### config.mk
export PLATFORM = sky130hd
export DESIGN_NAME = demo_dout_capture
export DESIGN_NICKNAME = d
export VERILOG_FILES = /design/src/rtl/demo_dout_capture.sv
export SDC_FILE = /design/constraint.sdc
export NUM_CORES = 1
export LEC_CHECK = 0
export ABC_AREA = 1
export BUFFER_PORTS_ARGS = -buffer_cell sky130_fd_sc_hd__buf_4
export CAP_MARGIN = 25
export CORE_MARGIN = 4
export CORE_UTILIZATION = 50
export CTS_CLUSTER_SIZE = 16
export DETAILED_ROUTE_END_ITERATION = 8
export HOLD_SLACK_MARGIN = 0.03
export PLACE_DENSITY = 0.77
export SYNTH_ARGS = -nofsm -noshare
export SYNTH_HDL_FRONTEND = slang
export SYNTH_SLANG_ARGS = --single-unit
### constraint.sdc
create_clock -name clk -period 1.9 [get_ports clk]
set_clock_uncertainty 0.05 [all_clocks]
set_input_delay 0.095 -clock clk [delete_from_list [all_inputs] [get_ports clk]]
set_output_delay 0.095 -clock clk [all_outputs]
set_load 0.01 [all_outputs]
### src/rtl/demo_dout_capture.sv
// demo_dout_capture: watches the accumulator's dout bus and records every change
// as a {new value, delta} event in a small show-ahead FIFO. The FIFO drains over
// a valid/ready interface. Dropped events set a sticky overflow flag.
//
// Optional build macro: DEMO_CAPTURE_FORMAL_EN adds concurrent assertions and an
// initial reset assumption for formal proof. When the macro is undefined the module
// contains only synthesizable logic, with the same ports and behaviour.
module demo_dout_capture #(
  parameter int WIDTH = 8,
  parameter int DEPTH = 4
) (
  input  logic                       clk,
  input  logic                       reset,
  input  logic [WIDTH-1:0]           dout_in,
  output logic                       out_valid,
  input  logic                       out_ready,
  output logic [WIDTH-1:0]           out_data,
  output logic [WIDTH-1:0]           out_delta,
  output logic [$clog2(DEPTH):0]     count,
  output logic                       overflow
);

  localparam int AW = $clog2(DEPTH);
  localparam int CW = AW + 1;

  logic [WIDTH-1:0] prev_r;
  logic [WIDTH-1:0] mem_data_r  [DEPTH];
  logic [WIDTH-1:0] mem_delta_r [DEPTH];
  logic [AW-1:0]    wr_ptr_r;
  logic [AW-1:0]    rd_ptr_r;
  logic [CW-1:0]    count_r;
  logic             overflow_r;

  logic             push_s;
  logic             pop_s;
  logic             full_s;
  logic             push_acc_s;
  logic             drop_s;
  logic [WIDTH-1:0] delta_s;
  logic [CW-1:0]    count_next_s;

  // Event detection, handshake decode and the next occupancy value.
  always_comb begin
    push_s       = (dout_in != prev_r);
    delta_s      = dout_in - prev_r;
    pop_s        = (count_r != {CW{1'b0}}) && out_ready;
    full_s       = (count_r == CW'(DEPTH));
    // A full FIFO still accepts a push when the head leaves in the same cycle.
    push_acc_s   = push_s && (!full_s || pop_s);
    drop_s       = push_s && full_s && !pop_s;
    count_next_s = count_r;
    if (push_acc_s && !pop_s) begin
      count_next_s = count_r + CW'(1);
    end else if (pop_s && !push_acc_s) begin
      count_next_s = count_r - CW'(1);
    end else begin
      count_next_s = count_r;
    end
  end

  // Pointer, occupancy, previous-value and sticky overflow state.
  always_ff @(posedge clk) begin
    if (reset) begin
      prev_r     <= {WIDTH{1'b0}};
      wr_ptr_r   <= {AW{1'b0}};
      rd_ptr_r   <= {AW{1'b0}};
      count_r    <= {CW{1'b0}};
      overflow_r <= 1'b0;
    end else begin
      prev_r  <= dout_in;
      count_r <= count_next_s;
      if (push_acc_s) begin
        wr_ptr_r <= wr_ptr_r + AW'(1);
      end
      if (pop_s) begin
        rd_ptr_r <= rd_ptr_r + AW'(1);
      end
      if (drop_s) begin
        overflow_r <= 1'b1;
      end
    end
  end

  // Event storage; contents need no reset because occupancy gates visibility.
  always_ff @(posedge clk) begin
    if (!reset && push_acc_s) begin
      mem_data_r[wr_ptr_r]  <= dout_in;
      mem_delta_r[wr_ptr_r] <= delta_s;
    end
  end

  // Show-ahead head and status outputs, all taken straight from registers.
  always_comb begin
    out_valid = (count_r != {CW{1'b0}});
    out_data  = mem_data_r[rd_ptr_r];
    out_delta = mem_delta_r[rd_ptr_r];
    count     = count_r;
    overflow  = overflow_r;
  end

`ifdef DEMO_CAPTURE_FORMAL_EN
  // Formal runs start from a reset cycle.
  initial assume (reset);

  // Bound on occupancy.
  a_count_bound: assert property (@(posedge clk) disable iff (reset)
    count_r <= CW'(DEPTH));

  // Valid mirrors occupancy.
  a_valid_count: assert property (@(posedge clk) disable iff (reset)
    out_valid == (count_r != {CW{1'b0}}));

  // Head held while the consumer stalls.
  a_head_stable: assert property (@(posedge clk) disable iff (reset)
    (!$past(reset) && $past(out_valid && !out_ready)) |->
      ($stable(out_data) && $stable(out_delta)));

  // Overflow is sticky until reset.
  a_overflow_sticky: assert property (@(posedge clk) disable iff (reset)
    (!$past(reset) && $past(overflow_r)) |-> overflow_r);

  // Occupancy moves by exactly accepted pushes minus pops.
  a_count_step: assert property (@(posedge clk) disable iff (reset)
    !$past(reset) |->
      (count_r == ($past(count_r) + CW'($past(push_acc_s)) - CW'($past(pop_s)))));
`else
`endif

endmodule

Yosys cells after proc, flatten, opt, wreduce, memory -nomap -nowiden
Memory sizes are Yosys's and may differ from the RTL's. A register that Yosys moved wholly into a read port is not among the register bits.
Cells that the tools add are included.

storage, ports and cells
  bits in registers = 16
  memory bits (writable) = 64
  memories kept = 2

memory list
  name         depth  bits a word  rd ports  clocked after Yosys merged registers in  write ports  line  RTL
  mem_data_r   4      8            1         1                                        1            27    logic [WIDTH-1:0] mem_data_r [DEPTH];
  mem_delta_r  4      8            1         1                                        1            28    logic [WIDTH-1:0] mem_delta_r [DEPTH];

cells by class
  $add $sub $neg = 5
  eq/ne operators = 2
  muxes and demuxes = 8
  reductions and logical operators = 14

operators by type and width
  operator                                           number
  2-to-1 mux 2 bit                                   4
  != test 8 bit                                      1
  subtractor 8 bit                                   1
  logical AND 1 bit                                  7
  2-to-1 mux 3 bit                                   2
  adder 2 x 1 -> 2 bit (second input constant)       2
  zero test 1 bit                                    4
  adder 3 x 1 -> 3 bit (second input constant)       1
  equality test 3 bit (second input constant)        1
  nonzero test 3 bit                                 1
  subtractor 3 x 1 -> 3 bit (second input constant)  1
  2-to-1 mux 1 bit                                   2
  nonzero test 2 bit                                 1
  logical OR 1 bit                                   1

Depth between registers and ports, before layout
  depth in word-level cells = 8
  mapped depth = 15
  depth with buffers taken out = 15

Worst setup path before layout
No wires, ideal clock.

  path type = reg-to-reg
  from = register prev_r[4]
  to = register count_r[2], in the netlist count[2]
  library setup time = 119 ps
  arrival time = 1,909 ps
  slack = -178 ps
  cell stages (with the launch flop) = 15
  buffers on the path = 0
  clock period less this slack = 2,078 ps
  cells stage by stage = dfxtp_1 > inv_1 > ha_1 > nand2_1 > nor2_4 > nand3_4 > nand2_2 > inv_2 > ha_1 > inv_1 > fa_1 > nand2_1 > nand3_1 > o21ai_0 > a21oi_1

on the way
  longest elaborated chain between the ends = 5

ends and longest elaborated chain
  element                              line  RTL
  start, declared                      26    logic [WIDTH-1:0] prev_r;
  start signal, assigned               64    prev_r <= {WIDTH{1'b0}};
  start signal, assigned               70    prev_r <= dout_in;
  != test 8 bit *                      44    push_s = (dout_in != prev_r);
  logical AND 1 bit *                  49    push_acc_s = push_s && (!full_s || pop_s);
  zero test 1 bit                      54    end else if (pop_s && !push_acc_s) begin
  logical AND 1 bit                    54
  nonzero test 2 bit (no source line)  -
  end signal, assigned                 67    count_r <= {CW{1'b0}};
  end signal, assigned                 71    count_r <= count_next_s;
  end, declared                        31    logic [CW-1:0] count_r;

Every way passes the cells marked *; elsewhere a longest branch is shown, timed or not.
A chain may end at the register's enable or synchronous reset.

Worst setup path in the final report
  from = register prev_r[4]
  to = register count_r[1], in the netlist count[1]

RTL lines
  element              line  RTL
  != test 8 bit        44
  logical AND 1 bit    49
  logical AND 1 bit    52    if (push_acc_s && !pop_s) begin
  2-to-1 mux 3 bit     52
  via count_next_s[1]  40    logic [CW-1:0] count_next_s;

The timed path passes the listed nets, and every way through them passes these cells.

==> impl_metrics.toml <==
[outcome]
status = "complete, but fails checks"
violations = "negative setup slack"

[finish]
areaGrowthSynthToFinish_pct = 27.8
drive_gt1_frac = 0.313
n_fill_cell = 483
antenna-diode-count = 0
layout.nets = 403
layout.area.seq_mm2 = 0.00229
multiInputGateArea_mm2 = 0.00118

[detailed_routing]
avgViaCountPerCell = 4.94
drt_pre_antenna_iters = 4
drt_drc_violations_left = 0
initialDrtViolationCount = 161
route.vias.total = 2364
routed_wl_um = 6760
routed_wire_length_per_instance_um = 14.1
final_antenna_net_count = 0

[sta]
timing_max_transition_violations_final = 0
min_tclk_post_route_ps = 1960
hold_viol_final = 0
max_freq_mhz = 510
tightest_slew_ps = 560
slew_headroom = 0.626
fin_crit_sh = 1.03
setup_repair_after_global_routing_missed_its_margin = "yes"
setup_ws_ps = -58.9
setup-violations-final = 2
final.hold.worst_slack_ps = 41.3

[critical_path]
setup.worst_path.start_class = "register"
largest_fanout_on_the_critical_path = 2
timing.critical_path.required_ps = 2090
setup_slack_on_the_worst_flop_to_flop_path_ps = -60
setup.worst_path.end = "count[1]$_SDFFE_PP0P_"
ff2ff_path_depth = 12
worstSetupEndpointType = "register"
ff_to_ff_start = "prev_r[4]$_SDFF_PP0_"
worstSetupStartpoint = "prev_r[4]$_SDFF_PP0_"
timing.rr.end = "count[1]$_SDFFE_PP0P_"
cp.arrival_ps = 2150
crit_type = "register to register"

[grt]
grt.total_usage = 0.169
grt_remaining_overflow = 0
global_route.usage.met3 = 0.0345
grt_pass1_wl_um = 11100
gr-max-usage-layer = "met2"
grt_max_degree = 33
first_global_vias = 2316
antenna_found_initial = 0
globalRouteMet2Util = 0.290
grt.met1_usage = 0.217

[synthesis]
post_synth.cell_area_avg_um2 = 11.2
yosysTopAreaCell = "edfxtp_1"
prevailing_post_synth_register_cell = "edfxtp_1"
asyncSetResetFlopFracSynth = 0
netlist-cell-type-count = 26
synth_top_area_share = 0.548
synth.yosys.warnings = 0
syn_nets = 338
ys_seq_area_frac = 0.651
post_synth_edffs = 64
netlist_top_cells_count = "edfxtp_1 (64), nor2_1 (48), inv_1 (35), o21ai_1 (30), nand2_1 (28)"
most_common_cell_in_the_netlist = "edfxtp_1"
synth_register_bits = 82
post_synth_inst_count = 313
mapped_area_mm2 = 0.00351
synth_top_cells_by_area = "edfxtp_1 (55%), dfxtp_1 (10%), nor2_1 (5.1%)"

[worst_hold_path]
hold_path.class = "input port to register"

[place]
port_buffers = 31
hpwl_um = 4520
post-place-ws_ps = -155
gp_congestion = 0.796

[floorplan]
x_dimension_of_the_die_um = 91.7
core.rowCount = 30
die_h_um = 91.7
die-area_mm2 = 0.00842
io_pins = 32
core-area_mm2 = 0.00679
start_util = 0.516

[clock_tree]
clock-root-buffer = "clkbuf_8"
clock_insertion_delay_worst_skew_ps = 340
worst_setup_hold_path_clk_slew_ps = 90
clock_sinks = 82
cts_tree = "built"
cts.path.max_buffers = 2
ctsHtreeMaxLevel = 3
numCtsBuffers = 9

[pwr]
cellLeakagePower_nw = 1.78
power_per_cell_area_mw_per_mm2 = 1200
worst_ir_drop_vdd_mv = 0.772

[flow_run]
max-cap-violations = 0
## flip-flops by register name (all words and copies together), names as in the netlist, named ones only
register,cells
count,3
mem_data_r,32
mem_delta_r,32
overflow,1
prev_r,8
rd_ptr_r,2
wr_ptr_r,2
## worst min-delay path by stage
stage                            endpoint  cells past startpoint       start
6_report       mem_data_r[1][1]$_DFFE_PP_                      2  dout_in[1]
5_1_grt        mem_data_r[0][6]$_DFFE_PP_                      2  dout_in[6]
4_1_cts        mem_data_r[1][1]$_DFFE_PP_                      2  dout_in[1]
3_5_place_dp   mem_data_r[3][0]$_DFFE_PP_                      1  dout_in[0]
3_3_place_gp   mem_data_r[3][0]$_DFFE_PP_                      1  dout_in[0]
2_1_floorplan                    register                      1       reset
## layout make-up
class	count	area share
Sequential cell	82	0.511
Clock buffer	10	0.0285
Inverter	43	0.0372
Tap cell	96	0.0268
Multi-Input combinational cell	179	0.263
Timing Repair Buffer	63	0.119
Clock inverter	6	0.0148
## worst max-delay path: stages (launching register included)
cell	delay, ps
dfxtp_2	320
inv_2	40
ha_4	260
nand2_4	60
nor2_4	130
nand3_4	90
nand2_4	70
inv_4	50
ha_4	160
inv_4	50
fa_2	420
o21ai_1	120
nor2_1	50
## routing by layer
metal / vias up / part of all wire
met5: - / 0
met4: 0 / 0.0089
met3: 4 / 0.036
met2: 55 / 0.52
met1: 1115 / 0.43
li1: 1190 / -
## what timing repair did
action | 4_1_cts | 5_1_grt
gates cloned | 0 | 0
hold endpoints to repair | 24 | 0
resized for setup | 13 | 9
hold buffers | 4 | 0
setup endpoints to repair | 66 | 66
pin swaps | 8 | 7
buffers inserted | 1 | 6
## kinds of logic after synthesis
family / count (synthesis) / share of synthesized area
and+or+nand+nor: 95 / 0.122
DFF: 82 / 0.651
AOI/OAI and AO/OA: 65 / 0.101
buffers and inverters: 52 / 0.0585
adders and majority gates: 14 / 0.0542
xor gates and xnor gates: 5 / 0.0125
## power breakdown
group          internal [mW]  total (mW)  switching [mW]
combinational          0.803        1.83            1.03
clock                  0.610        1.22           0.606
sequential              2.23        2.33           0.104
total                   3.64        5.38            1.74
## per-stage QoR
step / instance area (µm²) / power, mW / setup TNS (ps) / cells / utilization
after floorplan: 3600 / 3.38 / -167 / 313 / -
after global placement: 4070 / 4.01 / -997 / 452 / 0.599
after detailed placement: 4070 / 4.07 / -2410 / 452 / 0.599
after CTS: 4350 / 5.31 / -76.7 / 473 / 0.641
after global routing: 4480 / 5.72 / -285 / 479 / 0.659
final: 4480 / 5.38 / -87.1 / 479 / 0.659
## cell usage in the layout, fill, tap and decap left out, drive strengths merged
| master | count |
|---|---|
| edfxtp | 64 |
| buf | 59 |
| nor2 | 55 |
| inv | 43 |
| o21ai | 37 |
| nand2 | 32 |
| dfxtp | 18 |
| o22ai | 16 |
| ha | 12 |
| a21oi | 11 |
| clkbuf | 10 |
| nand3 | 8 |
| xor2 | 4 |
| dlygate4sd3 | 4 |
| clkinv | 3 |
| clkinvlp | 2 |
| fa | 2 |
| a21o | 1 |
| xnor2 | 1 |
| bufinv | 1 |
No activity file was read; power rests on OpenSTA's default activity.
